==> src/rtl/seg7_pkg.sv <==
// Shared segment encodings and width helper for the seven-segment scan driver.
// Segment vectors are {a,b,c,d,e,f,g} with bit 6 = a, active low.
package seg7_pkg;

  typedef logic [6:0] seg_t;

  localparam seg_t SEG_0     = 7'b0000001;
  localparam seg_t SEG_1     = 7'b1001111;
  localparam seg_t SEG_2     = 7'b0010010;
  localparam seg_t SEG_3     = 7'b0000110;
  localparam seg_t SEG_4     = 7'b1001100;
  localparam seg_t SEG_5     = 7'b0100100;
  localparam seg_t SEG_6     = 7'b0100000;
  localparam seg_t SEG_7     = 7'b0001111;
  localparam seg_t SEG_8     = 7'b0000000;
  localparam seg_t SEG_9     = 7'b0000100;
  localparam seg_t SEG_A     = 7'b0001000;
  localparam seg_t SEG_B     = 7'b1100000;
  localparam seg_t SEG_C     = 7'b0110001;
  localparam seg_t SEG_D     = 7'b1000010;
  localparam seg_t SEG_E     = 7'b0110000;
  localparam seg_t SEG_F     = 7'b0111000;
  localparam seg_t SEG_BLANK = 7'b1111111;

  localparam seg_t SEG_HEX [16] = '{
    SEG_0, SEG_1, SEG_2, SEG_3, SEG_4, SEG_5, SEG_6, SEG_7,
    SEG_8, SEG_9, SEG_A, SEG_B, SEG_C, SEG_D, SEG_E, SEG_F
  };

  // Ceiling log2 with a floor of 1 so single-value counters still get a bit.
  function automatic int unsigned clog2(input int unsigned value);
    int unsigned w;
    w = 1;
    while ((64'd1 << w) < 64'(value)) w = w + 1;
    return w;
  endfunction

endpackage

==> src/rtl/seg7_decode.sv <==
// Combinational 4-bit code to active-low segment decoder with hex/BCD
// selection and a forced-blank input.
module seg7_decode
  import seg7_pkg::*;
(
  input  logic [3:0] code,
  input  logic       hex_en,
  input  logic       blank,
  output logic [6:0] seg
);

  always_comb begin
    seg = SEG_BLANK;
    if (!blank && ((code < 4'd10) || hex_en)) seg = SEG_HEX[code];
  end

endmodule

==> src/rtl/seg7_scan_mux.sv <==
// Time-multiplexed common-anode seven-segment driver: per-frame input
// snapshot, leading-zero blanking and a blank cycle at each digit switch.
module seg7_scan_mux
  import seg7_pkg::*;
#(
  parameter int unsigned NUM_DIGITS = 4,
  parameter int unsigned CLK_DIV    = 50000
) (
  input  logic                    clk,
  input  logic                    reset_n,
  input  logic [4*NUM_DIGITS-1:0] digits,
  input  logic [NUM_DIGITS-1:0]   dp_in,
  input  logic                    hex_en,
  input  logic                    lzb_en,
  output logic [6:0]              seg,
  output logic                    dp,
  output logic [NUM_DIGITS-1:0]   an
);

  localparam int unsigned CNT_W = clog2(CLK_DIV);
  localparam int unsigned IDX_W = clog2(NUM_DIGITS);
  localparam logic [CNT_W-1:0] CNT_LAST = CNT_W'(CLK_DIV - 1);
  localparam logic [IDX_W-1:0] IDX_LAST = IDX_W'(NUM_DIGITS - 1);

  logic [CNT_W-1:0]        div_cnt;
  logic [IDX_W-1:0]        idx;
  logic                    first_q;
  logic [4*NUM_DIGITS-1:0] sh_digits;
  logic [NUM_DIGITS-1:0]   sh_dp;
  logic                    sh_hex;
  logic                    sh_lzb;

  logic                    tick;
  logic                    load;
  logic                    zero_run;
  logic [NUM_DIGITS-1:0]   lz_blank;
  logic [3:0]              cur_code;
  logic                    cur_dp;
  logic                    cur_blank;
  logic [NUM_DIGITS-1:0]   cur_an;
  logic [6:0]              dec_seg;

  assign tick = (div_cnt == CNT_LAST);
  // Snapshot on the first clock after reset and at every frame wrap.
  assign load = first_q || (tick && (idx == IDX_LAST));

  // Walk from the most significant digit down; digit 0 is never blanked.
  always_comb begin
    lz_blank = '0;
    zero_run = sh_lzb;
    for (int unsigned j = 0; j < NUM_DIGITS; j++) begin
      zero_run = zero_run && (sh_digits[4*(NUM_DIGITS-1-j) +: 4] == 4'd0);
      if (j != NUM_DIGITS - 1) lz_blank[NUM_DIGITS-1-j] = zero_run;
    end
  end

  always_comb begin
    cur_code  = '0;
    cur_dp    = 1'b0;
    cur_blank = 1'b0;
    cur_an    = '1;
    for (int unsigned i = 0; i < NUM_DIGITS; i++) begin
      if (idx == IDX_W'(i)) begin
        cur_code  = sh_digits[4*i +: 4];
        cur_dp    = sh_dp[i];
        cur_blank = lz_blank[i];
        cur_an[i] = 1'b0;
      end
    end
  end

  seg7_decode u_decode (
    .code   (cur_code),
    .hex_en (sh_hex),
    .blank  (cur_blank),
    .seg    (dec_seg)
  );

  always_ff @(posedge clk or negedge reset_n) begin
    if (!reset_n) begin
      div_cnt   <= '0;
      idx       <= '0;
      first_q   <= 1'b1;
      sh_digits <= '0;
      sh_dp     <= '0;
      sh_hex    <= 1'b0;
      sh_lzb    <= 1'b0;
      seg       <= SEG_BLANK;
      dp        <= 1'b1;
      an        <= '1;
    end else begin
      div_cnt <= tick ? '0 : div_cnt + CNT_W'(1);
      if (tick) idx <= (idx == IDX_LAST) ? '0 : idx + IDX_W'(1);
      first_q <= 1'b0;
      if (load) begin
        sh_digits <= digits;
        sh_dp     <= dp_in;
        sh_hex    <= hex_en;
        sh_lzb    <= lzb_en;
      end
      // Slot cycle 0 is the anti-ghost gap: everything off.
      if (div_cnt == '0) begin
        seg <= SEG_BLANK;
        dp  <= 1'b1;
        an  <= '1;
      end else begin
        seg <= dec_seg;
        dp  <= ~cur_dp | cur_blank;
        an  <= cur_an;
      end
    end
  end

endmodule

==> config.mk <==
export PLATFORM = sky130hd
export DESIGN_NAME = seg7_scan_mux
export DESIGN_NICKNAME = d
export VERILOG_FILES = /design/src/rtl/seg7_pkg.sv /design/src/rtl/seg7_decode.sv /design/src/rtl/seg7_scan_mux.sv
export SDC_FILE = /design/constraint.sdc
export NUM_CORES = 1
export LEC_CHECK = 0
export CORE_AREA = 2 2 94 60
export CTS_BUF_LIST = sky130_fd_sc_hd__clkbuf_16
export DETAILED_ROUTE_END_ITERATION = 10
export DIE_AREA = 0 0 96 62
export PLACE_DENSITY = 0.74
export SETUP_SLACK_MARGIN = 0.1
export SLEW_MARGIN = 40
export SYNTH_ARGS = -nofsm -noshare
export SYNTH_HDL_FRONTEND = slang
export SYNTH_SLANG_ARGS = --single-unit
==> constraint.sdc <==
create_clock -name clk -period 2.87 [get_ports clk]
set_input_delay 0.574 -clock clk [delete_from_list [all_inputs] [get_ports clk]]
set_output_delay 0.574 -clock clk [all_outputs]
set_load 0.02 [all_outputs]
==> results.toml <==
[timing]
skew_ps = 6.708
clock.fmax_ghz = 0.3920
setup_tns_ps = 0
tightest_slew_ps = 644.4
setup_viol = 0
rsz0062_at_grt = "false"
hold_viol = 0
drv_slew = 0
holdWs_ps = 303.5
max-slew-margin-rel_pct = 57.04
fin_crit_sh_pct = 88.89
fin_crit_ps = 2551

[critical_path]
required_ps = 3080
setup.worst_path.class = "reg -> reg"
worstSetupEndpointType = "flop"
start_kind = "flop"
worstPathMaxFanout = 15
cp.arrival_ps = 2770

[clock_network]
clock_latency_ps = 290
htree_levels = 2
cts-root-buf = "clkbuf_16"
post_cts_buffers = 0
cts_inserted_buffers = 5
clkTransAtPathRegs_ps = 70
cts_hold_buf = 0
cts_tree = "done"
post_cts_resized = 0
cts_num_sinks = 53
clockBufferDepth = 2

[yosys]
synth-main-ff-cell = "dfrtp_1"
syn_avg_cell_area_um2 = 11.80
ys_ff_latch = 53
seq_area_frac_synth_pct = 49.70
syn_nets = 266
yosys.area_share.adder_pct = 6.021
synth_top_area_share_pct = 37.05
ys_types = 46
synth-xor-area-share_pct = 4.539
yosys_warnings = 0
synth-compound-area-share_pct = 9.264
synthTopCellsByArea = "dfrtp_1 (37%), dfstp_2 (13%), ha_1 (6.0%)"
synth-simple-area-share_pct = 15.75
synth_mux_area_share_pct = 10.65
ys_async_sr_fraction_pct = 100.0
synth_area_um2 = 2701
synth_top_family_by_area = "simple AND/OR/NAND/NOR gates"
synth_edf_count = 0
syn_inst = 229
synth_top_area_cell = "dfrtp_1"

[floorplan]
fp.dieH_um = 62
start_util_pct = 51.66
die_x_um = 96
die-area_um2 = 5952
io_pins = 36
placementRows = 21
coreArea_um2 = 5229

[drt]
met3_length_um = 399
firstDrtPassIters = 4
drt-met1-wl_mm = 2.684
wl_met2_mm = 1.994
antenna_left = 0
via_per_inst = 5.490
drc_errors = 0
wl_per_cell_um = 15.23
first_iter_violations = 57
top_layer_used = "met4"
wirelength_mm = 5.132
vias = 1850

[layout]
diodes = 0
area_growth_pct = 20.94
drive_above_1_share_pct = 17.91
nNetsFinal = 304
final_core_util_pct = 62.48

[power]
finalPower_mw = 1.783
power.leakage_nw = 1.350
peakVddDrop_v = 0.0002282
p_per_area_nw_per_um2 = 545.7

[placement]
numPortBuffers = 35
place_congestion = 0.8340
hpwlAfterDp_mm = 3.732

[status]
status = "finished, final reports clean"

[grt]
grt_pass1_wl_mm = 8.121
grt_max_degree = 29
grt_usage_pct = 18.84
grt_pass1_vias = 1622
grt_antenna_before_repair = 0
grt_overflow_total = 0

[min_path]
hold_path.class = "in -> async"

[run]
maxCapViolations = 0
[power breakdown]
part / switching (mW) / internal (mW)
Clock: 0.260 / 0.407
Sequential: 0.0320 / 0.817
Combinational: 0.128 / 0.139
Total: 0.420 / 1.36
[stage by stage]
step / setup WS [ps] / area (um2) / instances
3_5_place_dp: 350.9 / 3103 / 329
2_1_floorplan: 742.3 / 2701 / 229
4_1_cts: 335.6 / 3267 / 337
5_1_grt: 125.7 / 3267 / 337
6_report: 318.8 / 3267 / 337
3_3_place_gp: 476.4 / 3103 / 329
[cell type report]
class                           count  area, um2
Clock buffer                        5      125.1
Clock inverter                      3      38.79
Fill cell                         424       1962
Inverter                            9      33.78
Multi-Input combinational cell    159       1252
Sequential cell                    53       1343
Tap cell                           69      86.33
Timing Repair Buffer               39      387.9
[logic make-up (layout without fill, tap and decap cells)]
logic type / Yosys count / count (layout)
AND/OR/NAND/NOR: 77 / 77
flip-flops: 53 / 53
AO/OA/AOI/OAI: 28 / 28
multiplexers: 26 / 26
buffers and inverters: 17 / 56
XOR/XNOR: 14 / 14
adder cells (fa/ha/maj): 13 / 13
other: 1 / 1
[Yosys cell counts, drive strengths merged, types with 2 or more instances]
master,number
a311oi,2
a21oi,7
and4,3
nor3,2
nor3b,3
dfstp,13
nand2,19
or3,2
o221ai,2
inv,9
dfrtp,40
ha,13
nand3b,5
o21ai,4
mux2i,4
nor4,5
nand4,6
buf,7
a311o,2
nor2,16
mux2,22
nor2b,3
xnor2,8
xor2,6
o211ai,5
nand3,11
[flip-flops by register name (all words and copies together) (netlist names), 2 cells and up]
signal	flops
idx	2
seg	7
an	4
div_cnt	16
sh_dp	4
sh_digits	16
[worst max-delay path, cell delays in order, from the launching register on]
cell,delay (ps)
dfrtp_1,400
ha_1,530
nor2_1,220
a31oi_1,490
inv_1,200
ha_1,350
nand2_1,50
o211ai_1,120
o211ai_2,110
[path summary, 6_finish.rpt]
| kind | from | end | slack, ps | depth (start not counted) |
|---|---|---|---|---|
| setup / recovery | idx[0]$_DFFE_PN0N_ | seg[3]$_DFF_PN1_ | 320 | 8 |
| hold / removal | reset_n | div_cnt[5]$_DFF_PN0_ | 300 | 1 |
| setup reg to reg | idx[0]$_DFFE_PN0N_ | seg[3]$_DFF_PN1_ | 320 | 8 |
| hold reg to reg | sh_dp[0]$_DFFE_PN0P_ | sh_dp[0]$_DFFE_PN0P_ | 500 | 1 |
| max in group asynchronous | reset_n | seg[5]$_DFF_PN1_ | 1930 | 2 |
| min in group clk | sh_dp[0]$_DFFE_PN0P_ | sh_dp[0]$_DFFE_PN0P_ | 500 | 1 |
[routing by layer]
| metal | global-route usage [%] | up-vias |
|---|---|---|
| met1 | 29.42 | 890 |
| li1 | - | 888 |
| met3 | 5.187 | 7 |
| met4 | 7.347 | 0 |
| met5 | 0 | - |
| met2 | 24.40 | 65 |
[cell usage in the layout, fill, tap and decap left out, types with 3 or more instances in the layout]
cell and instances:
buf_4 3, inv_1 10, ha_1 13, nand4_1 6
mux2i_1 4, clkdlybuf4s50_1 34, a21oi_1 6, mux2_1 11
mux2_2 11, o21ai_0 4, xnor2_1 8, nor4_1 4
nand3_1 10, nor3b_1 3, nor2_1 15, clkbuf_16 5
xor2_1 6, nand2_1 19, nand3b_1 4, dfrtp_1 40
o211ai_1 3, dfstp_2 13, nor2b_1 3
(Power assumes the default switching activity.)
